`src/rtl/bcd_time_counter.sv`:
```
`default_nettype none
// ============================================================================
// Module   : bcd_time_counter
// Purpose  : 1 Hz prescaler plus 24-hour BCD hh:mm:ss counter with manual
//            set mode (field select / increment).
// Revision : 1.0 - initial release
// ============================================================================
module bcd_time_counter #(
    parameter int DIV = 50000000
) (
    input  logic       clk,
    input  logic       rst_n,
    input  logic       set_mod,
    input  logic       set_next,
    input  logic       set_inc,
    output logic [7:0] hr,
    output logic [7:0] mn,
    output logic [7:0] sd,
    output logic [1:0] sel,
    output logic       sec_pulse,
    output logic       hour_pulse
);

    localparam int                c_PRESC_W   = $clog2(DIV);
    localparam logic [c_PRESC_W-1:0] c_PRESC_MAX = c_PRESC_W'(DIV - 1);
    localparam logic [c_PRESC_W-1:0] c_PRESC_ONE = c_PRESC_W'(1);

    localparam logic [1:0] c_SEL_HR = 2'd0;
    localparam logic [1:0] c_SEL_MN = 2'd1;
    localparam logic [1:0] c_SEL_SD = 2'd2;

    typedef enum logic [0:0] {
        ST_RUN = 1'b0,
        ST_SET = 1'b1
    } state_t;

    state_t                 r_state;
    state_t                 w_state_nxt;
    logic [c_PRESC_W-1:0]   r_presc;
    logic [7:0]             r_hr;
    logic [7:0]             r_mn;
    logic [7:0]             r_sd;
    logic [1:0]             r_sel;
    logic                   r_sec_pulse;
    logic                   r_hour_pulse;

    logic                   w_mode_change;
    logic                   w_tick;
    logic                   w_set_active;
    logic                   w_sd_wrap;
    logic                   w_mn_wrap;
    logic                   w_hr_wrap;

    function automatic logic [7:0] bcd_inc(input logic [7:0] v);
        if (v[3:0] == 4'd9)
            return {v[7:4] + 4'd1, 4'd0};
        else
            return {v[7:4], v[3:0] + 4'd1};
    endfunction

    always_ff @(posedge clk or negedge rst_n) begin
        if (!rst_n)
            r_state <= ST_RUN;
        else
            r_state <= w_state_nxt;
    end

    always_comb begin
        w_state_nxt = r_state;
        case (r_state)
            ST_RUN:  if (set_mod)  w_state_nxt = ST_SET;
            ST_SET:  if (!set_mod) w_state_nxt = ST_RUN;
            default: w_state_nxt = ST_RUN;
        endcase
    end

    // A mode change on the tick cycle suppresses that tick entirely.
    assign w_mode_change = (w_state_nxt != r_state);
    assign w_tick        = (r_state == ST_RUN) && !set_mod && (r_presc == c_PRESC_MAX);
    assign w_set_active  = (r_state == ST_SET) && set_mod;
    assign w_sd_wrap     = (r_sd == 8'h59);
    assign w_mn_wrap     = (r_mn == 8'h59);
    assign w_hr_wrap     = (r_hr == 8'h23);

    always_ff @(posedge clk or negedge rst_n) begin
        if (!rst_n) begin
            r_presc      <= '0;
            r_hr         <= 8'h00;
            r_mn         <= 8'h00;
            r_sd         <= 8'h00;
            r_sel        <= c_SEL_HR;
            r_sec_pulse  <= 1'b0;
            r_hour_pulse <= 1'b0;
        end else begin
            r_sec_pulse  <= w_tick;
            r_hour_pulse <= w_tick && w_sd_wrap && w_mn_wrap;

            if (w_mode_change || (r_state == ST_SET) || (r_presc == c_PRESC_MAX))
                r_presc <= '0;
            else
                r_presc <= r_presc + c_PRESC_ONE;

            if ((r_state == ST_RUN) && set_mod)
                r_sel <= c_SEL_HR;

            if (w_tick) begin
                r_sd <= w_sd_wrap ? 8'h00 : bcd_inc(r_sd);
                if (w_sd_wrap) begin
                    r_mn <= w_mn_wrap ? 8'h00 : bcd_inc(r_mn);
                    if (w_mn_wrap)
                        r_hr <= w_hr_wrap ? 8'h00 : bcd_inc(r_hr);
                end
            end else if (w_set_active) begin
                // Manual edits never carry; seconds are cleared to align to a reference.
                if (set_inc) begin
                    case (r_sel)
                        c_SEL_HR: r_hr <= w_hr_wrap ? 8'h00 : bcd_inc(r_hr);
                        c_SEL_MN: r_mn <= w_mn_wrap ? 8'h00 : bcd_inc(r_mn);
                        c_SEL_SD: r_sd <= 8'h00;
                        default:  ;
                    endcase
                end
                if (set_next)
                    r_sel <= (r_sel == c_SEL_SD) ? c_SEL_HR : r_sel + 2'd1;
            end
        end
    end

    assign hr         = r_hr;
    assign mn         = r_mn;
    assign sd         = r_sd;
    assign sel        = r_sel;
    assign sec_pulse  = r_sec_pulse;
    assign hour_pulse = r_hour_pulse;

endmodule
`default_nettype wire
```
`config.mk`:
```
export PLATFORM = sky130hd
export DESIGN_NAME = bcd_time_counter
export DESIGN_NICKNAME = d
export VERILOG_FILES = /design/src/rtl/bcd_time_counter.sv
export SDC_FILE = /design/constraint.sdc
export NUM_CORES = 1
export LEC_CHECK = 0
export BUFFER_PORTS_ARGS = -buffer_cell sky130_fd_sc_hd__buf_4
export CAP_MARGIN = 10
export CELL_PAD_IN_SITES_DETAIL_PLACEMENT = 1
export CELL_PAD_IN_SITES_GLOBAL_PLACEMENT = 1
export CORE_MARGIN = 1.5
export CORE_UTILIZATION = 45
export DETAILED_ROUTE_END_ITERATION = 8
export GPL_TIMING_DRIVEN = 0
export PLACE_DENSITY = 0.87
export SLEW_MARGIN = 20
export SYNTH_ARGS = -nofsm -noshare
export SYNTH_HDL_FRONTEND = slang
export SYNTH_SLANG_ARGS = --single-unit
```
`constraint.sdc`:
```
create_clock -name clk -period 2.3 [get_ports clk]
set_input_delay 0.23 -clock clk [delete_from_list [all_inputs] [get_ports clk]]
set_output_delay 0.23 -clock clk [all_outputs]
set_load 0.03 [all_outputs]
```
## Yosys cells after proc, flatten, opt, wreduce, memory -nomap -nowiden

Index checks and enable logic that the tools add are counted.

- Word-level logic and storage cells: 78
- Bits in registers: 55
- Output and inout bits: 28
- Input bits: 5

- Add/sub/neg operators: 8
- Equal/unequal tests: 13
- Reduce and logical (&&, ||, !) cells: 19
- Muxes and demuxes: 28
- Bitwise gates (word level): 1

Operator list:

| operator | count |
|---|---|
| 2-to-1 mux 8 bit | 21 |
| adder 26 x 1 -> 26 bit, second input constant | 1 |
| == test 26 bit, second input constant | 1 |
| 2-to-1 mux 26 bit | 1 |
| adder 4 x 1 -> 4 bit, second input constant | 6 |
| == test 8 x 7 -> 1 bit, second input constant | 2 |
| == test 4 bit, second input constant | 3 |
| 2-to-1 mux 2 bit | 5 |
| nonzero test 2 bit | 5 |
| == test 8 x 6 -> 1 bit, second input constant | 1 |
| AND reduction 4 bit | 2 |
| logical AND 1 bit | 6 |
| AND reduction 5 bit | 1 |
| inequality test 2 x 1 -> 1 bit, second input constant | 2 |
| inequality test 3 x 1 -> 1 bit, second input constant | 1 |
| AND reduction 3 bit | 1 |
| adder 2 x 1 -> 2 bit, second input constant | 1 |
| == test 2 x 1 -> 1 bit, second input constant | 1 |
| == test 2 bit, second input constant | 1 |
| logical NOT 2 bit | 1 |
| logical OR 1 bit | 2 |
| logical NOT 1 bit | 1 |
| 2-to-1 mux 1 bit | 1 |
| inequality test 1 bit | 1 |
| NOT 1 bit | 1 |

## Logic depth before layout (Yosys ltp)

Gate-level depths: netlist of run 1.

- Word-level depth: 7
- Mapped depth: 8
- Gate-level depth less buffers: 7

## Worst setup path before layout of run 1

OpenSTA, ideal clock, no wires.

- Kind: reg-to-reg
- Start point: register r_presc[0]
- End point: register r_mn[0] (netlist: mn[0])
- Library setup time: 0.125 ns
- Slack: 0.138 ns
- Stages on the path, launching flop included: 8
- Period minus slack after synthesis: 2.162 ns
- Buffers on the path: 1
- Data arrival time: 2.038 ns
- Required time: 2.175 ns
- Cells stage by stage: dfrtp_1 -> ha_1 -> nand4_1 -> or4_4 -> buf_6 -> nor3_4 -> or2_2 -> mux2_2

- Cells in the longest elaborated chain, start to end: 4
- Elaborated cells on any way between the ends: 8
- Classes of those cells: 2 x eq/ne; 1 x mux; 5 x reduce/logical

RTL lines:

| what | RTL line | source |
|---|---|---|
| start, declared | 39 | `logic [c_PRESC_W-1:0] r_presc;` |
| start signal, assigned | 101 | `r_presc <= r_presc + c_PRESC_ONE;` |
| == test 26 bit * | 79 | `assign w_tick = (r_state == ST_RUN) && !set_mod && (r_presc == c_PRESC_MAX);` |
| logical AND 1 bit * | 79 |  |
| inequality test 2 x 1 -> 1 bit (no line) or nonzero test 2 bit (tied branches) | - |  |
| AND reduction 4 bit (no line) | - |  |
| end signal, assigned | 109 | `r_mn <= w_mn_wrap ? 8'h00 : bcd_inc(r_mn);` |
| end signal, assigned | 118 | `c_SEL_MN: r_mn <= w_mn_wrap ? 8'h00 : bcd_inc(r_mn);` |
| end, declared | 41 | `logic [7:0] r_mn;` |

Every way passes the cells marked *; elsewhere a longest branch is shown, timed or not.
A chain may end at the register's enable or synchronous reset.

## Final worst setup path of run 1

- Start point: register r_presc[1]
- End point: register r_hr[2] (netlist: hr[2])

- Cells in the longest elaborated chain, start to end: 4
- Elaborated cells on any way between the ends: 9
- Classes of those cells: 3 x eq/ne; 1 x mux; 5 x reduce/logical

RTL lines:

| what | RTL line | source |
|---|---|---|
| == test 26 bit * | 79 |  |
| logical AND 1 bit * | 79 |  |
| inequality test 2 x 1 -> 1 bit (no line) or nonzero test 2 bit (tied branches) | - |  |
| AND reduction 5 bit (no line) | - |  |
| end signal, assigned | 111 | `r_hr <= w_hr_wrap ? 8'h00 : bcd_inc(r_hr);` |
| end signal, assigned | 117 | `c_SEL_HR: r_hr <= w_hr_wrap ? 8'h00 : bcd_inc(r_hr);` |
| end, declared | 40 | `logic [7:0] r_hr;` |

Marks and branches as above.

==> impl_metrics.csv, run 1 <==
group,metric,value,unit
logic_synthesis,synth_area,0.00298,mm²
route,routed-via-count,2448,
sta,min_period,2.20,ns
sta,maxSlewHeadroom,39.8,%
power,peakVddDrop,0.000603,V
route,wl_per_cell,16.8,µm
clock_tree,cts.sinks,55,
power,power.internal,1.63,mW
route,vias_per_cell,5.79,
clock_tree,clk_pin_slew_worst_paths,0.11,ns
die,die_width,84.4,µm
logic_synthesis,syn_area_per_cell,9.98,µm²
outcome,status,"completed",
power,seq_power_share,47.9,%
placement,post-dp-hpwl,5010,µm
final_layout,regArea,0.00138,mm²
logic_synthesis,ys.warnings.count,0,
logic_synthesis,syn-num-nets,317,
logic_synthesis,seq_area_frac_synth,46.1,%
global_route,grt_util_all_layers,21.2,%
final_layout,finalInstanceArea,0.00354,mm²
logic_synthesis,ys_ff_latch,55,
sta,setup_viol,0,
sta,min_period_over_period,95.5,%
critical_path,worstPathMaxFanout,7,
logic_synthesis,yosys-top-cells-area,"dfrtp_1 46%, ha_1 5.5%, xor2_1 5.3%",
flow_run,drv_cap,0,
placement,placedInstanceArea,0.00333,mm²
die,die_h,84.4,µm
final_layout,multi_input_area,0.00158,mm²
die,core.rowCount,29,
route,drc_errors,0,
logic_synthesis,synth_top_area_cell,"dfrtp_1",
route,postRouteAntennaNets,0,
sta,maxSlewViolCount,0,
power,p_leak,1.63,nW
final_layout,area_growth,18.7,%
power,p_comb_share,25.3,%
logic_synthesis,synth-async-reset-ratio,100,%
logic_synthesis,synth_cell_type_count,50,
sta,max_freq,0.455,GHz
placement,globalplace.congestion,0.767,
clock_tree,cts_tree,"yes",
global_route,grt_pass1_wl,12300,µm
power,p_switching,0.814,mW
placement,portBuffers,32,
power,power_density,690,mW/mm²
final_layout,fin_nets,363,
final_layout,antenna_cells,0,
critical_path,critPathLaunchType,"register",
sta,setup_slack,0.104,ns
sta,rsz0062_at_grt,"no",
hold_path,holdCritPathClass,"in2reg",
die,dieArea,0.00713,mm²
global_route,gr-total-overflow,0,
logic_synthesis,synth-edff-count,0,
sta,worst_slew_pin_slew,0.896,ns
placement,place_ws,-0.194,ns
die,ios,33,
die,start_util,46.7,%
logic_synthesis,ys.flop_type,"dfrtp_1",
global_route,grt_pass1_vias,2606,
power,p_clk_share,26.8,%
die,fp.coreArea,0.00639,mm²
clock_tree,insertion_delay,0.32,ns
global_route,grt_max_degree,56,
final_layout,drive_gt1_share,20.2,%
clock_tree,cts_max_path_buffers,2,
critical_path,critPathKind,"reg2reg",
route,drtIter0Drc,80,
critical_path,cp.arrival,2.41,ns
logic_synthesis,netlist_instances,299,
clock_tree,h-tree-depth,2,
logic_synthesis,netlist.area_leader.share,46.1,%
sta,setup-tns-final,0,ns
power,sw_frac_of_total,33.3,%
route,drt_first_pass_iters,4,
clock_tree,cts_buffers,5,
critical_path,end_kind,"register",
global_route,antenna_found_initial,0,
sta,final.setup_skew,0.0130,ns
logic_synthesis,synth.most_common_cell,"dfrtp_1",
logic_synthesis,synth_commonest_cells,"55 x dfrtp_1, 39 x nor2_1, 20 x nand2_1",
route,routed_wirelength,7100,µm
clock_tree,clockRootBuffer,"clkbuf_8",
sta,hold_viol,0,
final_layout,num-fill-cells,742,
critical_path,required,2.52,ns
## metal layers
| metal | share of wire, % | GRT usage [%] | up-vias | wire length, µm |
|---|---|---|---|---|
| met5 | 0 | 0 | - | 0 |
| met4 | 1.2 | 4.84 | 0 | 82 |
| met3 | 2.5 | 3.24 | 8 | 181 |
| met2 | 53 | 39.0 | 34 | 3730 |
| met1 | 44 | 26.2 | 1245 | 3110 |
| li1 | - | - | 1161 | - |
## power by group through the flow
stage | Clock [mW] | Combinational (mW) | Sequential (mW)
floorplan | 0 | 0.247 | 1.32
global placement | 0 | 0.593 | 1.18
detailed placement | 0 | 0.620 | 1.19
CTS | 0.673 | 0.626 | 1.17
global route | 0.712 | 0.676 | 1.19
finish | 0.655 | 0.619 | 1.17
## worst max-delay path: stages, from the launching register on
cell and delay [ns]:
dfrtp_1 0.41, ha_4 0.17, nand4_1 0.17, or4_4 0.45, buf_6 0.16, nor3_4 0.28
o21ai_0 0.14, mux2_2 0.31
## state kept, by name, summed over array words and instances (netlist names)
register and flops:
hour_pulse 1, hr 8, mn 8, r_presc 26
r_state 1, sd 8, sec_pulse 1, sel 2
## cells in the final DEF, fill, tap and decap left out, types with 3 or more instances in the layout
cell type	Yosys	routed
nand4b_1	3	3
clkbuf_8	0	5
mux2_1	4	3
o211ai_1	4	4
nor2_1	39	39
nand2_1	20	20
o22ai_1	3	3
ha_1	13	12
mux2_2	4	4
dfrtp_1	55	54
xnor2_1	8	8
and3b_1	4	4
xor2_1	18	18
inv_1	11	11
nand4_1	12	12
o21ai_0	12	12
nor3_1	10	9
o31ai_1	4	4
nand3_1	19	19
and3_1	5	5
and4_1	5	5
buf_4	0	40
## path summary, 6_finish.rpt
kind                       startpoint          end  slack, ns  cells after the start
setup / recovery           r_presc[1]        hr[2]       0.10                      7
hold / removal                set_mod      r_state       0.06                      1
setup reg to reg           r_presc[1]        hr[2]       0.10                      7
hold reg to reg                 hr[7]        hr[7]       0.51                      1
max in group asynchronous       rst_n  r_presc[11]       1.29                      2
min in group asynchronous       rst_n        hr[7]       0.49                      2
## kinds of logic after synthesis
| group | share of synthesized area, % |
|---|---|
| and+or+nand+nor | 26.0 |
| DFF | 46.1 |
| AOI/OAI and AO/OA | 8.60 |
| xor gates and xnor gates | 7.63 |
| buffers and inverters | 2.47 |
| adders and majority gates | 5.45 |
| muxes | 3.69 |
## cell type report
cell class | instances | share of cell area, %
multi-input cells | 227 | 44.6
flip-flops and latches | 55 | 38.9
repair buffers | 41 | 8.76
well taps | 77 | 2.72
clock buffers | 5 | 1.94
clock inverters | 3 | 1.24
inverters | 11 | 1.17
plain buffers | 4 | 0.706
## repair_timing
| item | CTS | global route |
|---|---|---|
| hold buffers | 1 | 0 |
| resized for setup | 2 | 7 |
| endpoints found under the hold margin | 47 | 0 |
| gates cloned | 0 | 0 |
| pin swaps | 2 | 2 |
| setup endpoints to repair | 26 | 36 |
| setup buffers | 5 | 3 |
## through the flow
step / util, % / power, mW / hold slack (ns) / instances
after detailed placement: 52.1 / 1.81 / 0.330 / 408
after global routing: 55.5 / 2.58 / 0.0542 / 423
after floorplan: - / 1.57 / -0.0656 / 299
final: 55.5 / 2.45 / 0.0593 / 423
after CTS: 54.7 / 2.47 / 0.0526 / 422
after global placement: 52.0 / 1.78 / 0.320 / 408
Power figures use the tool's default switching activity.
==> run 2: changes to the inputs <==
Clock period 2.3 ns to 2.85 ns, I/O delays scaled along.
==> run 2 against run 1 <==
  * The flow now finishes with violations (negative hold slack)
  * First-iteration DRC count increased by 5.0%
  * Via count decreased by 0.86%
  * Die area unchanged
  * Register-to-register slack improved by 0.28 ns
  * Cell count decreased by 1.7%
  * Combinational power decreased by 20%
  * Largest cell class unchanged
  * Count of clock-buffer cells in the layout unchanged
  * Global-route usage decreased by 0.42 points
  * Clock skew increased by 0.0053 ns
  * Worst hold slack got worse by 0.070 ns
==> impl_metrics.csv, run 2 (same netlist as run 1, synthesis figures left out) <==
group,metric,value,unit
die,ios,33,
critical_path,end_kind,"register",
sta,max_freq,0.406,GHz
global_route,antenna_found_initial,0,
die,dieArea,0.00713,mm²
final_layout,layout.cells.non_filler,416,
sta,min_period,2.46,ns
critical_path,worstPathMaxFanout,10,
clock_tree,ctsHoldBuffers,0,
placement,placedCellCount,408,
critical_path,critPathKind,"reg2reg",
route,drc_errors,0,
placement,portBuffers,32,
sta,setup-tns-final,0,ns
route,routed_wirelength,6820,µm
route,vias_per_cell,5.83,
clock_tree,cts.sinks,55,
route,wl_per_cell,16.4,µm
sta,setup_viol,0,
outcome,violations,"negative hold slack",
critical_path,reg2reg_slack,0.39,ns
die,core.rowCount,29,
global_route,grt_max_degree,56,
final_layout,antenna_cells,0,
clock_tree,clockRootBuffer,"clkbuf_8",
global_route,grt_util_all_layers,20.8,%
sta,hold_slack,-0.0102,ns
die,die_h,84.4,µm
global_route,grt_pass1_wl,12100,µm
sta,min_period_over_period,86.4,%
clock_tree,insertion_delay,0.32,ns
clock_tree,postCtsSetupBuffers,0,
route,postRouteAntennaNets,0,
critical_path,cp.arrival,2.66,ns
sta,rsz0062_at_grt,"no",
sta,maxSlewViolCount,0,
power,p_leak,1.58,nW
critical_path,critPathLaunchType,"register",
final_layout,area_growth,15.3,%
die,die_width,84.4,µm
clock_tree,cts_tree,"yes",
critical_path,required,3.05,ns
placement,post-dp-hpwl,5010,µm
critical_path,reg2regPathDepth,7,
clock_tree,cts_buffers,5,
route,drtIter0Drc,84,
final_layout,mostFrequentLayoutCell,"dfrtp_1",
die,fp.coreArea,0.00639,mm²
final_layout,final_cell_mix,"55 x dfrtp_1, 39 x nor2_1, 32 x buf_4, 20 x nand2_1, 19 x nand3_1",
final_layout,regMostFlops,"r_presc",
power,peakVddDrop,0.000488,V
clock_tree,clk_pin_slew_worst_paths,0.11,ns
outcome,status,"complete, but fails checks",
flow_run,drv_cap,0,
sta,final.setup_skew,0.0183,ns
hold_path,holdCritPathClass,"in2async",
sta,worst_slew_pin_slew,0.919,ns
clock_tree,cts_max_path_buffers,2,
route,routed-via-count,2427,
clock_tree,cts_resized,0,
sta,maxSlewHeadroom,38.2,%
sta,hold_viol,4,
die,start_util,46.7,%
power,power_density,573,mW/mm²
final_layout,largest_reg_flops,26,
final_layout,fin_nets,356,
route,drt_first_pass_iters,4,
global_route,grt_pass1_vias,2561,
global_route,gr-total-overflow,0,
placement,globalplace.congestion,0.767,
final_layout,drive_gt1_share,16.5,%
clock_tree,h-tree-depth,2,
run 2: area by class of cell:
class	count	area [µm²]
inverters	11	41.3
clock buffers	5	68.8
multi-input cells	227	1540
repair buffers	32	240
well taps	77	96.3
plain buffers	6	32.5
clock inverters	3	43.8
fillers	738	2950
flip-flops and latches	55	1380
run 2: per-layer routing:
metal  part of all wire, %  GRT usage (%)  up-vias
met5                     0              0        -
met2                    53           38.0       34
li1                      -              -     1144
met1                    43           25.9     1241
met3                   2.6           3.24        8
met4                   1.2           4.84        0
run 2: worst max-delay path, cell delays in order (launching register included):
cell     delay (ns)
dfrtp_1        0.40
ha_1           0.25
nand4_1        0.19
or4_4          0.45
buf_6          0.16
o21ai_1        0.47
buf_2          0.34
nor2_1         0.08
run 2: report_power, final:
group	internal [mW]	total (mW)	switching (mW)
Clock	0.262	0.529	0.267
Sequential	0.845	0.944	0.0997
Combinational	0.207	0.496	0.289
run 2: path summary, 6_finish.rpt:
kind,endpoint,startpoint
max,r_presc[19],r_presc[0]
min,hr[7],rst_n
min reg2reg,r_presc[0],r_presc[0]
max reg2reg,r_presc[19],r_presc[0]
max in group asynchronous,sd[1],rst_n
min in group clk,r_state,set_mod
run 2: stage by stage:
| stage | setup WS [ns] | instance area [µm²] | power (mW) | hold slack [ns] | util (%) |
|---|---|---|---|---|---|
| after floorplan | 0.688 | 2980 | 1.27 | -0.0106 | - |
| after global placement | 0.404 | 3320 | 1.43 | 0.375 | 52.0 |
| after detailed placement | 0.356 | 3330 | 1.46 | 0.385 | 52.1 |
| after CTS | 0.347 | 3440 | 1.99 | 0.0279 | 53.9 |
| after global routing | 0.155 | 3440 | 2.08 | 0.0429 | 53.9 |
| final | 0.388 | 3440 | 1.97 | -0.0102 | 53.9 |
==> run 3: changes to the inputs <==
Settings changed: CORE_MARGIN 1.5 to default.
==> run 3 against run 2 <==
  * The run still ends with negative hold slack left
  * Setup slack gained 0.0099 ns
  * Sequential share of layout area is 0.32 points higher
  * First-iteration DRC count rose by 2.4%
  * Design area decreased by 0.80%
  * Total power shrank 4.7%
  * Routed wire length increased by 0.35%
  * Count of clock-buffer cells in the layout up 1
  * Sequential power about the same
  * Worst hold slack improved by 0.0065 ns
  * Combinational power is 0.8% higher
  * Critical path depth unchanged
  * Non-clock buffer count unchanged
==> impl_metrics.csv, run 3 (same netlist as run 1, synthesis figures left out) <==
group,metric,value,unit
route,drt_first_pass_iters,4,
sta,min_period_over_period,86.1,%
power,peakVddDrop,0.000468,V
critical_path,required,3.04,ns
route,wl_per_cell,16.4,µm
power,power_density,550,mW/mm²
die,core.rowCount,29,
placement,placedCellCount,408,
sta,maxSlewHeadroom,36.1,%
die,die_width,83.4,µm
power,seq_power_share,50.5,%
clock_tree,clk_pin_slew_worst_paths,0.10,ns
critical_path,critPathKind,"reg2reg",
final_layout,mostFrequentLayoutCell,"dfrtp_1",
die,ios,33,
sta,worst_slew_pin_slew,0.950,ns
clock_tree,cts_resized,0,
final_layout,drive_gt1_share,16.2,%
critical_path,cp-endpoint,"r_presc[7]",
outcome,status,"complete, but fails checks",
global_route,grt_util_all_layers,21.4,%
clock_tree,ctsHoldBuffers,0,
final_layout,antenna_cells,0,
sta,rsz0062_at_grt,"no",
clock_tree,cts_tree,"yes",
critical_path,reg2reg_to,"r_presc[7]",
global_route,grt_pass1_vias,2509,
clock_tree,h-tree-depth,2,
power,p_switching,0.651,mW
route,routed_wirelength,6840,µm
clock_tree,postCtsSetupBuffers,0,
final_layout,fin_nets,356,
final_layout,area_growth,14.3,%
route,drc_errors,0,
final_layout,layout.cells.non_filler,416,
clock_tree,cts_buffers,5,
hold_path,holdCritPathClass,"in2async",
final_layout,regArea,0.00138,mm²
sta,hold_slack,-0.00370,ns
die,dieArea,0.00696,mm²
sta,maxSlewViolCount,0,
power,p_leak,1.57,nW
route,drtIter0Drc,86,
sta,setup_viol,0,
power,p_comb_share,26.7,%
die,die_h,83.4,µm
critical_path,worstReg2RegStart,"r_presc[0]",
power,sw_frac_of_total,34.7,%
die,start_util,46.7,%
sta,setup_slack,0.397,ns
die,fp.coreArea,0.00639,mm²
critical_path,cp.arrival,2.65,ns
placement,post-dp-hpwl,4990,µm
route,vias_per_cell,5.71,
critical_path,reg2reg_slack,0.40,ns
power,p_clk_share,22.9,%
sta,final.setup_skew,0.0124,ns
critical_path,critPathLaunchType,"register",
final_layout,num-fill-cells,727,
global_route,grt_max_degree,56,
route,postRouteAntennaNets,0,
final_layout,largest_reg_flops,26,
final_layout,multi_input_area,0.00154,mm²
placement,globalplace.congestion,0.757,
sta,min_period,2.45,ns
power,power.internal,1.22,mW
global_route,grt_pass1_wl,12000,µm
critical_path,setup.worst_path.start,"r_presc[0]",
critical_path,reg2regPathDepth,7,
route,routed-via-count,2374,
sta,hold_viol,6,
critical_path,end_kind,"register",
placement,portBuffers,32,
outcome,violations,"negative hold slack",
sta,max_freq,0.408,GHz
sta,setup-tns-final,0,ns
clock_tree,clockRootBuffer,"clkbuf_8",
global_route,antenna_found_initial,0,
clock_tree,cts_max_path_buffers,2,
final_layout,regMostFlops,"r_presc",
flow_run,drv_cap,0,
clock_tree,insertion_delay,0.31,ns
final_layout,final_cell_mix,"55 x dfrtp_1, 39 x nor2_1, 32 x buf_4, 20 x nand2_1, 19 x nand3_1",
global_route,gr-total-overflow,0,
placement,place_ws,0.344,ns
critical_path,worstPathMaxFanout,10,
clock_tree,cts.sinks,55,
-- run 3: changes by cell type in the layout (fill, tap and decap cells not counted) --
cell        change
clkinv_4        -1
clkbuf_1        +1
bufinv_16       -1
clkinvlp_4      +1
-- run 3: final cells by class --
class,instances,area share (%)
inverter,11,1.21
tap,77,2.82
multi-input combinational,227,45.1
sequential,55,40.3
buffer,6,0.953
clock inverter,2,0.367
timing repair buffer,32,7.04
clock buffer,6,2.13
-- run 3: metrics by stage --
step / area [µm²] / util (%) / hold slack [ns] / total power [mW]
6_report: 3410 / 53.4 / -0.00370 / 1.88
2_1_floorplan: 2980 / - / -0.0106 / 1.27
4_1_cts: 3410 / 53.4 / 0.0285 / 1.91
3_3_place_gp: 3320 / 52.0 / 0.378 / 1.43
3_5_place_dp: 3330 / 52.1 / 0.384 / 1.47
5_1_grt: 3410 / 53.4 / 0.0776 / 1.99
-- run 3: how the worst min path moves through the flow --
stage	start	end	slack, ns	cells after the start
after floorplan	rst_n	hour_pulse	-0.01	0
after global placement	rst_n	hr[7]	0.38	1
after detailed placement	rst_n	hr[2]	0.38	1
after CTS	rst_n	hr[7]	0.03	1
after global routing	rst_n	hr[7]	0.08	1
final	rst_n	hr[7]	-0.004	1
-- run 3: power groups by stage --
stage | sequential [mW] | combinational (mW) | clock (mW)
after floorplan | 1.07 | 0.199 | 0
after global placement | 0.955 | 0.480 | 0
after detailed placement | 0.963 | 0.507 | 0
after CTS | 0.948 | 0.507 | 0.457
after global routing | 0.962 | 0.548 | 0.477
final | 0.947 | 0.500 | 0.429
-- run 3: metal layers --
layer / share of wire (%) / up-vias / global-route usage [%]
met5: 0 / - / 0
met4: 0.64 / 0 / 5.08
met3: 2.2 / 5 / 3.38
met2: 52 / 24 / 38.5
met1: 45 / 1192 / 26.9
li1: - / 1153 / -
-- run 3: worst max-delay path, cell delays in order, from the launching register on --
cell and delay, ns:
dfrtp_1 0.40, ha_1 0.25, nand4_1 0.20, or4_4 0.46
buf_6 0.16, o21ai_1 0.46, buf_2 0.33, nor2_1 0.08
